--- src/rtl/exposure_sequencer_pkg.sv ---
// exposure_sequencer_pkg: state encodings and readout handshake constants
package exposure_sequencer_pkg;

    typedef enum logic [2:0] {
        S_IDLE         = 3'b000,
        S_OPEN_SETTLE  = 3'b001,
        S_EXPOSE       = 3'b010,
        S_CLOSE_SETTLE = 3'b011,
        S_READOUT_KICK = 3'b100,
        S_READOUT_WAIT = 3'b101,
        S_DONE         = 3'b110,
        S_FLUSH_KICK   = 3'b111
    } state_e;

    localparam int TOGGLE_LEN = 2;
    localparam int RD_TIMEOUT = 16;
    localparam int CYC_W      = 5;

    function automatic int max_int(input int a, input int b);
        return (a > b) ? a : b;
    endfunction

endpackage

--- src/rtl/exposure_sequencer_tick_timer.sv ---
// exposure_sequencer_tick_timer: prescaled tick counter; expired_o marks the last cycle of a target-tick wait
module exposure_sequencer_tick_timer #(
    parameter int TICK_DIV = 100000,
    parameter int CNT_W    = 24
) (
    input  logic             clk,
    input  logic             rst_n,
    input  logic             restart_i,
    input  logic [CNT_W-1:0] target_i,
    output logic             expired_o
);

    localparam int PRE_W = $clog2(TICK_DIV);

    logic [PRE_W-1:0] pre_q, pre_d;
    logic [CNT_W-1:0] cnt_q, cnt_d;
    logic             tick;

    always_comb begin
        tick      = pre_q == PRE_W'(TICK_DIV - 1);
        expired_o = tick && (cnt_q + CNT_W'(1) == target_i);
        pre_d     = (restart_i || tick) ? '0 : pre_q + PRE_W'(1);
        cnt_d     = restart_i ? '0 : (tick ? cnt_q + CNT_W'(1) : cnt_q);
    end

    always_ff @(posedge clk or negedge rst_n) begin
        if (!rst_n) begin
            pre_q <= '0;
            cnt_q <= '0;
        end else begin
            pre_q <= pre_d;
            cnt_q <= cnt_d;
        end
    end

endmodule

--- src/rtl/exposure_sequencer.sv ---
// exposure_sequencer: autonomous shutter/expose/readout sequencing for one CCD frame.
// EXPOSURE_FLUSH_EN adds a flush readout (FLUSH_KICK state, flush port) before the shutter opens.
module exposure_sequencer
    import exposure_sequencer_pkg::*;
#(
    parameter int TICK_DIV     = 100000,
    parameter int EXP_W        = 24,
    parameter int SETTLE_TICKS = 300
) (
    input  logic             clk,
    input  logic             rst_n,
    input  logic             start,
    input  logic             abort,
    input  logic             dark,
    input  logic [EXP_W-1:0] exp_ticks,
    input  logic             readout_busy,
    output logic             shutter_open,
    output logic             readout_toggle,
    output logic             busy,
    output logic             done,
    output logic             aborted,
`ifdef EXPOSURE_FLUSH_EN
    output logic             flush,
`endif
    output logic [2:0]       state_out
);

    localparam int CNT_W = max_int(EXP_W, $clog2(SETTLE_TICKS + 1));

    state_e             state_q, state_d;
    logic [EXP_W-1:0]   exp_q, exp_d;
    logic               dark_q, dark_d;
    logic               abort_q, abort_d;
    logic               seen_q, seen_d;
    logic [CYC_W-1:0]   cyc_q, cyc_d;
    logic [CYC_W-1:0]   wait_end;
    logic [CNT_W-1:0]   target;
    logic               expired;
    logic               restart;
    logic               rd_fin;

    exposure_sequencer_tick_timer #(
        .TICK_DIV (TICK_DIV),
        .CNT_W    (CNT_W)
    ) u_timer (
        .clk       (clk),
        .rst_n     (rst_n),
        .restart_i (restart),
        .target_i  (target),
        .expired_o (expired)
    );

    always_comb begin
        state_d        = state_q;
        exp_d          = exp_q;
        dark_d         = dark_q;
        abort_d        = abort_q;
        shutter_open   = 1'b0;
        readout_toggle = 1'b0;
        target         = CNT_W'(SETTLE_TICKS);
        // readout is finished once busy has been seen and dropped, or never rose before the timeout
        wait_end       = (state_q == S_FLUSH_KICK) ? CYC_W'(TOGGLE_LEN + RD_TIMEOUT - 1)
                                                   : CYC_W'(RD_TIMEOUT - 1);
        rd_fin         = !readout_busy && (seen_q || cyc_q == wait_end);
        case (state_q)
            S_IDLE: begin
                if (start) begin
                    exp_d   = exp_ticks;
                    dark_d  = dark;
                    abort_d = 1'b0;
`ifdef EXPOSURE_FLUSH_EN
                    state_d = S_FLUSH_KICK;
`else
                    state_d = S_OPEN_SETTLE;
`endif
                end
            end
            S_OPEN_SETTLE: begin
                shutter_open = !dark_q;
                if (abort) begin
                    abort_d = 1'b1;
                    state_d = S_CLOSE_SETTLE;
                end else if (expired) begin
                    state_d = (exp_q == '0) ? S_CLOSE_SETTLE : S_EXPOSE;
                end
            end
            S_EXPOSE: begin
                shutter_open = !dark_q;
                target       = CNT_W'(exp_q);
                if (abort) begin
                    abort_d = 1'b1;
                    state_d = S_CLOSE_SETTLE;
                end else if (expired) begin
                    state_d = S_CLOSE_SETTLE;
                end
            end
            S_CLOSE_SETTLE: begin
                abort_d = abort_q | abort;
                if (expired) state_d = abort_d ? S_DONE : S_READOUT_KICK;
            end
            S_READOUT_KICK: begin
                readout_toggle = 1'b1;
                if (cyc_q == CYC_W'(TOGGLE_LEN - 1)) state_d = S_READOUT_WAIT;
            end
            S_READOUT_WAIT: begin
                if (rd_fin) state_d = S_DONE;
            end
            S_DONE: state_d = S_IDLE;
`ifdef EXPOSURE_FLUSH_EN
            S_FLUSH_KICK: begin
                readout_toggle = cyc_q < CYC_W'(TOGGLE_LEN);
                abort_d        = abort_q | abort;
                if (cyc_q >= CYC_W'(TOGGLE_LEN) && rd_fin) state_d = abort_d ? S_DONE : S_OPEN_SETTLE;
            end
`endif
            default: state_d = S_IDLE;
        endcase
        restart = state_d != state_q;
        cyc_d   = restart ? '0 : ((&cyc_q) ? cyc_q : cyc_q + CYC_W'(1));
        // busy may rise during the kick itself, so the seen flag survives the KICK->WAIT hop
        seen_d  = (restart && state_d != S_READOUT_WAIT) ? 1'b0 : (seen_q | readout_busy);
    end

    always_ff @(posedge clk or negedge rst_n) begin
        if (!rst_n) begin
            state_q <= S_IDLE;
            exp_q   <= '0;
            dark_q  <= 1'b0;
            abort_q <= 1'b0;
            seen_q  <= 1'b0;
            cyc_q   <= '0;
        end else begin
            state_q <= state_d;
            exp_q   <= exp_d;
            dark_q  <= dark_d;
            abort_q <= abort_d;
            seen_q  <= seen_d;
            cyc_q   <= cyc_d;
        end
    end

    assign busy      = state_q != S_IDLE;
    assign done      = state_q == S_DONE;
    assign aborted   = abort_q;
    assign state_out = state_q;
`ifdef EXPOSURE_FLUSH_EN
    assign flush     = state_q == S_FLUSH_KICK;
`endif

endmodule

--- config.mk ---
export PLATFORM = sky130hd
export DESIGN_NAME = exposure_sequencer
export DESIGN_NICKNAME = d
export VERILOG_FILES = /design/src/rtl/exposure_sequencer_pkg.sv /design/src/rtl/exposure_sequencer_tick_timer.sv /design/src/rtl/exposure_sequencer.sv
export SDC_FILE = /design/constraint.sdc
export NUM_CORES = 1
export LEC_CHECK = 0
export ABC_AREA = 1
export CORE_UTILIZATION = 35
export DETAILED_ROUTE_END_ITERATION = 10
export REMOVE_ABC_BUFFERS = 1
export SYNTH_ARGS = -nofsm -noshare
export SYNTH_HDL_FRONTEND = slang
export SYNTH_SLANG_ARGS = --single-unit
export TNS_END_PERCENT = 50
--- constraint.sdc ---
create_clock -name clk -period 3.1 [get_ports clk]
set_input_delay 0.465 -clock clk [delete_from_list [all_inputs] [get_ports clk]]
set_output_delay 0.465 -clock clk [all_outputs]
set_load 0.02 [all_outputs]
Yosys cells after proc, flatten, opt, wreduce, memory -nomap -nowiden. Index checks and enable logic that the tools add are counted.

Reduce and logical (&&, ||, !) cells: 16. Eq/ne operators: 16. Bitwise logic cells: 2. Multipliers: 0. Multiplexer cells: 24. Add/subtract/negate cells: 3. Divide/modulo/power cells: 0. $lt $le $gt $ge: 0. Shift operators: 0.

Operators by type and width (count): 2-to-1 mux 24 bit (3); adder 24 x 1 -> 24 bit (second input constant) (1); equality test 24 bit (1); zero test 24 bit (1); 2-to-1 mux 3 bit (8); one-hot mux 3 bit (6 select lines) (1); adder 17 x 1 -> 17 bit (second input constant) (1); equality test 17 bit (second input constant) (1); 2-to-1 mux 17 bit (1); 2-to-1 mux 5 bit (3); equality test 3 bit (second input constant) (4); equality test 3 x 2 -> 1 bit (second input constant) (2); 2-to-1 mux 1 bit (6); nonzero test 3 bit (2); adder 5 x 1 -> 5 bit (second input constant) (1); equality test 5 x 1 -> 1 bit (second input constant) (1); equality test 5 bit (1); AND reduction 5 bit (1); inequality test 2 x 1 -> 1 bit (second input constant) (2); equality test 3 x 1 -> 1 bit (second input constant) (1); logical AND 1 bit (3); zero test 3 bit (1); inequality test 3 bit (1); inequality test 3 bit (second input constant) (1); 10 further kinds (13).

Register bits after elaboration: 76. Output and inout bits: 8. Word-level logic and storage cells: 69. Memory bits (writable): 0. Memories: 0. Bits in read-only memories: 0. Input port bits: 30. Latch bits: 0.

Logic depth before layout (Yosys ltp). Gate-level depths: netlist of run 1.

Depth after elaboration: 10. Mapped depth: 23. Mapped depth without buffers: 21.

Hierarchy. A second synthesis of run 1 with hierarchy kept.

Cells, all modules: 681. Area, all modules: 4779.6 um^2.

Modules (own cells, without submodules): exposure_sequencer_tick_timer (times used 1, area each 2920.3 um^2, seq. area each 1026.0 um^2, cells an instance 436); exposure_sequencer (times used 1, area each 1859.3 um^2, seq. area each 875.8 um^2, cells an instance 245).

Least setup slack after synthesis of run 1. OpenSTA, ideal clock, no wires.

Path type: reg2reg. From: register state_q[2], in the netlist state_out[2]. To: register u_timer.pre_q[6]. Cell stages (with the launch flop): 22. Required time: 3.032 ns. Path buffers: 3. Arrival time: 2.407 ns. Path slack: 0.625 ns. Library setup time: 0.068 ns. Period minus slack after synthesis: 2.475 ns. Cell sequence: dfrtp_1 -> buf_2 -> inv_2 -> nand2_1 -> nor2_2 -> buf_4 -> nand2_1 -> nand3b_1 -> nand2_1 -> nand3_1 -> nor2_1 -> nand2_1 -> nor2_4 -> nand2_2 -> nand2_1 -> nand2_1 -> nor2_1 -> nand2_2 -> nand2_4 -> nand3_4 -> buf_8 -> nor2_4.

Cells in the longest elaborated chain, start to end: 10. Elaborated cells between the ends (all ways): 26. Classes of those cells: eq/ne: 9; mux: 12; reduce/logical: 5.

Ends and longest elaborated chain: start, declared (RTL line exposure_sequencer.sv:30) `state_e state_q, state_d;`; start signal, assigned (RTL line exposure_sequencer.sv:133) `state_q <= state_d;`; equality test 3 x 2 -> 1 bit or equality test 3 bit (tied branches) (RTL line exposure_sequencer.sv:65, exposure_sequencer.sv:62); 2-to-1 mux 24 bit or 2-to-1 mux 5 bit (tied branches) (RTL line exposure_sequencer.sv:65, exposure_sequencer.sv:62); equality test 24 bit or equality test 5 bit (tied branches) (RTL line exposure_sequencer_tick_timer.sv:21, exposure_sequencer.sv:64); logical AND 1 bit or logical OR 1 bit (tied branches) (RTL line exposure_sequencer_tick_timer.sv:21, exposure_sequencer.sv:64); 2-to-1 mux 3 bit (tied with other cells) (RTL line exposure_sequencer.sv:93) `end else if (expired) begin`; 2-to-1 mux 3 bit, on equally long branches (RTL line exposure_sequencer.sv:90, exposure_sequencer.sv:80, exposure_sequencer.sv:106); one-hot mux 3 bit (6 select lines) * (RTL line exposure_sequencer.sv:65) `case (state_q)`; via state_d[0] (RTL line exposure_sequencer.sv:30); inequality test 3 bit * (RTL line exposure_sequencer.sv:118) `restart = state_d != state_q;`; logical OR 1 bit * (RTL line exposure_sequencer_tick_timer.sv:22) `pre_d = (restart_i || tick) ? '0 : pre_q + PRE_W'(1);`; 2-to-1 mux 17 bit * (RTL line exposure_sequencer_tick_timer.sv:22); via u_timer.pre_d[6] (RTL line exposure_sequencer_tick_timer.sv:15) `logic [PRE_W-1:0] pre_q, pre_d;`; end signal, assigned (RTL line exposure_sequencer_tick_timer.sv:31) `pre_q <= pre_d;`; end, declared (RTL line exposure_sequencer_tick_timer.sv:15).

The timed path passes the listed nets; every way through them passes the cells marked *. A chain may end at the register's enable or synchronous reset.

Final worst setup path of run 1.
From: register u_timer.cnt_q[1]. To: register u_timer.cnt_q[0].

Cells in the longest elaborated chain, start to end: 8. Elaborated cells between the ends (all ways): 12. Classes of those cells: add/sub: 1; eq/ne: 2; mux: 7; reduce/logical: 2.

Ends and longest elaborated chain: start, declared (RTL line exposure_sequencer_tick_timer.sv:16) `logic [CNT_W-1:0] cnt_q, cnt_d;`; start signal, assigned (RTL line exposure_sequencer_tick_timer.sv:32) `cnt_q <= cnt_d;`; adder 24 x 1 -> 24 bit * (RTL line exposure_sequencer_tick_timer.sv:21) `expired_o = tick && (cnt_q + CNT_W'(1) == target_i);`; equality test 24 bit * (RTL line exposure_sequencer_tick_timer.sv:21); logical AND 1 bit * (RTL line exposure_sequencer_tick_timer.sv:21); 2-to-1 mux 3 bit, on equally long branches (RTL line exposure_sequencer.sv:93, exposure_sequencer.sv:83); 2-to-1 mux 3 bit, on equally long branches (RTL line exposure_sequencer.sv:90, exposure_sequencer.sv:80); one-hot mux 3 bit (6 select lines) * (RTL line exposure_sequencer.sv:65); via state_d[0] (RTL line exposure_sequencer.sv:30); inequality test 3 bit * (RTL line exposure_sequencer.sv:118); 2-to-1 mux 24 bit or nonzero test 2 bit (tied branches).

Marks and branches as above.

==> results of run 1 <==
logic make-up (layout without fill, tap and decap cells):
kind of cell	after synthesis	in the layout
AO/OA/AOI/OAI	57	57
buffers and inverters	124	174
AND/OR/NAND/NOR	512	512
adder cells (fa/ha/maj)	5	5
XOR/XNOR	9	9
flip-flops	76	76
synth_stat cells, types with 8 or more instances:
cell type | number | area, sq um
inv_1 | 99 | 372
nor2_1 | 114 | 428
nand3b_1 | 8 | 60.1
o21ai_0 | 33 | 165
a21oi_1 | 13 | 65.1
nand4_1 | 14 | 87.6
nand3_1 | 57 | 285
nor2_4 | 16 | 180
nand2_1 | 256 | 961
dfrtp_1 | 76 | 1900
nor3_1 | 10 | 50.1
inv_2 | 8 | 30.0
nand2_2 | 10 | 62.6
stage by stage:
stage | utilization, % | TNS [ns] | instances
finish | 42.7 | 0 | 1017
global route | 42.7 | 0 | 1017
CTS | 42.3 | 0 | 1013
detailed placement | 39.8 | 0 | 997
global placement | 39.8 | 0 | 997
floorplan | - | -0.00615 | 768
area by class of cell:
cell class / count / area [sq um] / share of cell area [%]
multi-input cells: 583 / 2840 / 45.6
flip-flops and latches: 76 / 1900 / 30.6
repair buffers: 49 / 495 / 7.96
inverters: 109 / 409 / 6.57
clock buffers: 12 / 256 / 4.12
well taps: 184 / 230 / 3.70
clock inverters: 4 / 95.1 / 1.53
path summary, 6_finish.rpt:
path / slack, ns / start / cells past startpoint / end
worst min-delay path: 0.27 / rst_n / 1 / u_timer.cnt_q[7]
worst max register to register: 0.25 / u_timer.cnt_q[1] / 21 / u_timer.cnt_q[0]
worst min register to register: 0.46 / u_timer.pre_q[0] / 1 / u_timer.pre_q[0]
max in group asynchronous: 2.12 / rst_n / 1 / u_timer.cnt_q[0]
min in group clk: 0.46 / u_timer.pre_q[0] / 1 / u_timer.pre_q[0]
worst max-delay path: 0.25 / u_timer.cnt_q[1] / 21 / u_timer.cnt_q[0]
worst max-delay path: cells and delay by family (launching register included):
| kind | cells | cell delay, ns |
|---|---|---|
| AOI/OAI and AO/OA | 1 | 0.11 |
| buffers and inverters | 2 | 0.33 |
| and+or+nand+nor | 17 | 1.69 |
| DFF | 1 | 0.41 |
| adders and majority gates | 1 | 0.22 |
state kept, by name, summed over array words and instances, names as in the netlist:
signal	count
aborted	1
cyc_q	5
dark_q	1
exp_q	24
seen_q	1
state_out	3
u_timer.cnt_q	24
u_timer.pre_q	17
what timing repair did:
item,CTS,global route
setup endpoints to repair,0,41
buffers inserted,0,4
gates resized for setup,0,2
metal layers:
layer	vias up	wire, um
met4	0	381
met3	21	566
met2	94	6310
met5	-	0
met1	2195	6280
li1	2542	-
power by group through the flow:
stage	registers [mW]	logic [mW]	clock network, mW
finish	1.38	1.73	1.25
global route	1.41	1.94	1.33
CTS	1.38	1.68	1.28
detailed placement	1.39	1.67	0
global placement	1.39	1.66	0
floorplan	1.38	1.08	0
==> flow_summary.json, run 1 <==
{
  "period_minus_slack_ns": 2.85,
  "p_seq_share_pct": 31.7,
  "synth_top_family_by_area": "simple AND/OR/NAND/NOR gates",
  "powerDensity_nw_per_um2": 700,
  "grt.total_usage_pct": 18.7,
  "numPortBuffers": 37,
  "routed_wl_um": 13500,
  "area_growth_pct": 18.7,
  "ys_seq_area_share_pct": 36.3,
  "hold-worst-slack_ns": 0.275,
  "power_mw": 4.36,
  "maxSlewViolCount": 0,
  "switching_power_mw": 1.70,
  "clkSinkCount": 76,
  "worst_slew_pin_slew_ns": 0.993,
  "wl_per_cell_um": 13.3,
  "status": "completed",
  "first_pass_iters": 4,
  "cpMostUsedCell": "nand2_1",
  "gr-usage-met3_pct": 3.09,
  "cts_tree": "done",
  "antenna_found_initial": 0,
  "synth_ff_type": "dfrtp_1",
  "hold_buffers": 0,
  "pwr-share-comb_pct": 39.7,
  "swShare_pct": 39.1,
  "core_sq_um": 14600,
  "hp-class": "primary input to asynchronous set/reset pin",
  "netlist-cell-type-count": 36,
  "grt_use_met1_pct": 23.7,
  "post-dp-hpwl_um": 10100,
  "ctsRootBufferMaster": "clkbuf_16",
  "finalNetCount": 863,
  "grt_max_degree": 77,
  "fin_crit_sh_pct": 92.0,
  "gp_congestion": 0.876,
  "synth_edf_count": 0,
  "setup_slack_ns": 0.249,
  "synth-simple-area-share_pct": 45.1,
  "nFillCells": 1504,
  "die_y_um": 124,
  "drt_iter0_markers": 315,
  "crit_arrival_ns": 3.12,
  "path_cells": "ha_1 > nand2_2 > nor2_8 > buf_12 > nand3b_4 > nor2_1 > nand2_1 > nand2_1 > nand2_1 > nand2_1 > nand3_2 > nor2_4 > nand2_2 > nand2_1 > nand2_1 > nor2_1 > nand2_2 > nand2_4 > nand2_2 > buf_12 > a21oi_2",
  "clock_path_buffers": 2,
  "fin_skew_ns": 0.00743,
  "p_int_mw": 2.66,
  "critPathSlowestCell": "dfrtp_1",
  "crit_path_start_kind": "register",
  "cts-buffers-inserted": 9,
  "fp.dieW_um": 124,
  "synth-xor-area-share_pct": 1.50,
  "drive_gt1_share_pct": 10.6,
  "pin_count": 38,
  "max_freq_mhz": 351,
  "setup_viol": 0,
  "via_count": 4852,
  "criticalPathCategory": "register to register",
  "synth_compound_area_share_pct": 6.15,
  "grt_busiest_layer": "met2",
  "syn_area_sq_um": 5250,
  "endpoint_kind": "register",
  "syn_inst": 783,
  "synthAdderAreaFrac_pct": 1.19,
  "grt_pass1_vias": 4701,
  "rsz0062_at_grt": "false",
  "peakVddDrop_mv": 0.362,
  "pre_cts_ws_ns": 0.141,
  "cp.required_ns": 3.37,
  "row_count": 44,
  "grt_pass1_wl_um": 23000,
  "synth-async-reset-ratio_pct": 100,
  "initial_core_util_pct": 36.0,
  "mostFrequentLayoutCells": "256 x nand2_1, 113 x nor2_1, 99 x inv_1, 75 x dfrtp_1, 57 x nand3_1",
  "htreeDepth": 3,
  "drc": 0,
  "die_area_sq_um": 15500,
  "insertion_delay_ns": 0.35,
  "slew_headroom_pct": 33.8,
  "critPathMaxStageDelay_ns": 0.41,
  "use_met2_pct": 30.5,
  "ys.warnings.count": 0,
  "hold_viol": 0,
  "ys_ff_latch": 76,
  "place_area_sq_um": 5810,
  "p_clk_share_pct": 28.7,
  "syn_area_per_cell_sq_um": 6.70,
  "clkTransAtPathRegs_ns": 0.06,
  "antenna_cells": 0,
  "ant_nets": 0,
  "stdcell_area_sq_um": 6230,
  "layout_commonest_cell": "nand2_1",
  "drv_cap": 0,
  "leakage_nw": 2.88,
  "routed_via_density": 4.77,
  "grt-ovfl-total": 0,
  "path_max_fanout": 25,
  "muxShareOfSynthArea_pct": 0
}
No activity file was read; power rests on OpenSTA's default activity.
==> run 2, diff against run 1 <==
- CORE_UTILIZATION: 35 -> 40
- CTS_BUF_LIST: unset -> sky130_fd_sc_hd__clkbuf_4 sky130_fd_sc_hd__clkbuf_8
==> flow_summary.json, run 2 (synthesis gave the netlist of run 1 again) <==
{
  "finalNetCount": 860,
  "endpoint_kind": "primary output",
  "hold-worst-slack_ns": 0.257,
  "crit_arrival_ns": 2.41,
  "pre_cts_ws_ns": 0.100,
  "clkTransAtPathRegs_ns": 0.09,
  "pin_count": 38,
  "clock_path_buffers": 2,
  "leakage_nw": 2.78,
  "worst_slew_pin_slew_ns": 0.983,
  "drive_gt1_share_pct": 10.3,
  "drc": 0,
  "met2_length_um": 6390,
  "drt_iter0_markers": 357,
  "stdcell_area_sq_um": 6040,
  "setup_slack_ns": 0.228,
  "crit_path_start_kind": "register",
  "reg_top3": "exp_q (24), u_timer.cnt_q (24), u_timer.pre_q (17)",
  "via_count": 4956,
  "peakVddDrop_mv": 0.417,
  "rsz0062_at_grt": "false",
  "drt-met1-wl_um": 6070,
  "period_minus_slack_ns": 2.87,
  "core_sq_um": 12700,
  "die_area_sq_um": 13600,
  "fin_setup_tns_ns": 0,
  "hold_buffers": 0,
  "path_max_fanout": 11,
  "numPortBuffers": 37,
  "power_mw": 3.97,
  "slew_headroom_pct": 34.4,
  "routed_wl_um": 13400,
  "mostFrequentLayoutCells": "256 x nand2_1, 113 x nor2_1, 99 x inv_1, 75 x dfrtp_1, 57 x nand3_1",
  "area_growth_pct": 15.0,
  "grt.total_usage_pct": 21.6,
  "clkSinkCount": 76,
  "status": "completed",
  "hold_viol": 0,
  "antenna_cells": 0,
  "wl_per_cell_um": 13.4,
  "max_freq_mhz": 348,
  "drv_cap": 0,
  "ctsRootBufferMaster": "clkbuf_8",
  "postCtsSetupBuffers": 0,
  "maxSlewViolCount": 0,
  "grt_pass1_wl_um": 22300,
  "routed_via_density": 4.95,
  "cp.required_ns": 2.63,
  "fin_crit_sh_pct": 92.6,
  "p_int_mw": 2.26,
  "insertion_delay_ns": 0.38,
  "path_cells": "inv_2 > nor2_2 > nand2_2 > buf_4 > a21oi_1 > clkdlybuf4s50_1",
  "switching_power_mw": 1.70,
  "p_clk_share_pct": 21.6,
  "cts-buffers-inserted": 9,
  "critPathMaxStageDelay_ns": 0.64,
  "gp_congestion": 0.888,
  "swShare_pct": 43.0,
  "antenna_found_initial": 0,
  "setup_viol": 0,
  "grt-ovfl-total": 0,
  "die_y_um": 117,
  "cts_tree": "done",
  "first_pass_iters": 5,
  "p_seq_share_pct": 35.1,
  "grt_max_degree": 77,
  "pwr-share-comb_pct": 43.3,
  "final_util_pct": 47.4,
  "fin_skew_ns": 0.0142,
  "layout_commonest_cell": "nand2_1",
  "grt_pass1_vias": 4756,
  "ant_nets": 0,
  "powerDensity_nw_per_um2": 657,
  "routed.top_layer": "met4",
  "row_count": 41,
  "place_area_sq_um": 5810,
  "hp-class": "primary input to asynchronous set/reset pin",
  "critPathSlowestCell": "clkdlybuf4s50_1",
  "final_cell_count_no_fill": 1001,
  "met3WireLength_um": 625,
  "criticalPathCategory": "register to primary output",
  "htreeDepth": 3,
  "placed_cells": 985,
  "post-dp-hpwl_um": 10100,
  "initial_core_util_pct": 41.2,
  "fp.dieW_um": 117
}
-- run 2: cell types whose count changed in the layout (fill, tap and decap cells not counted), sizes merged --
cell | before | now
buf | 13 | 9
clkbuf | 12 | 9
clkinvlp | 0 | 2
bufinv | 3 | 2
inv | 107 | 108
nor2 | 139 | 140
-- run 2: cell type report --
class,count,area [sq um]
Clock buffer,9,124
Clock inverter,6,88.8
Sequential cell,76,1900
Timing Repair Buffer,45,453
Inverter,109,409
Fill cell,1335,6690
Multi-Input combinational cell,584,2840
Tap cell,172,215
-- run 2: path summary, 6_finish.rpt --
check	from	to	slack, ns	cells past startpoint
max reg2reg	u_timer.cnt_q[0]	u_timer.cnt_q[0]	0.30	20
min reg2reg	u_timer.pre_q[0]	u_timer.pre_q[0]	0.47	1
max in group asynchronous	rst_n	state_out[2]	2.18	1
min in group clk	u_timer.pre_q[0]	u_timer.pre_q[0]	0.47	1
max	state_out[1]	shutter_open	0.23	6
min	rst_n	u_timer.cnt_q[9]	0.26	1
-- run 2: metal layers --
layer	up-vias	global-route usage, %
met2	102	36.2
met3	24	5.29
li1	2525	-
met4	0	8.38
met1	2305	26.8
met5	-	0
-- run 2: power groups by stage --
stage	Combinational (mW)	Sequential, mW	Clock, mW
2_1_floorplan	1.08	1.38	0
3_3_place_gp	1.70	1.40	0
3_5_place_dp	1.71	1.40	0
4_1_cts	1.72	1.39	0.884
5_1_grt	1.91	1.42	0.914
6_report	1.72	1.39	0.856
-- run 2: timing repair --
item                                   4_1_cts  5_1_grt
setup endpoints to repair                    0       47
endpoints found under the hold margin        0        0
gates resized for setup                      0        2
-- run 2: critical path: cells and delay by family (launching register included) --
kind            cells  cell delay, ns
flops               1            0.54
buf+inv             3            0.96
compound gates      1            0.22
simple gates        2            0.30
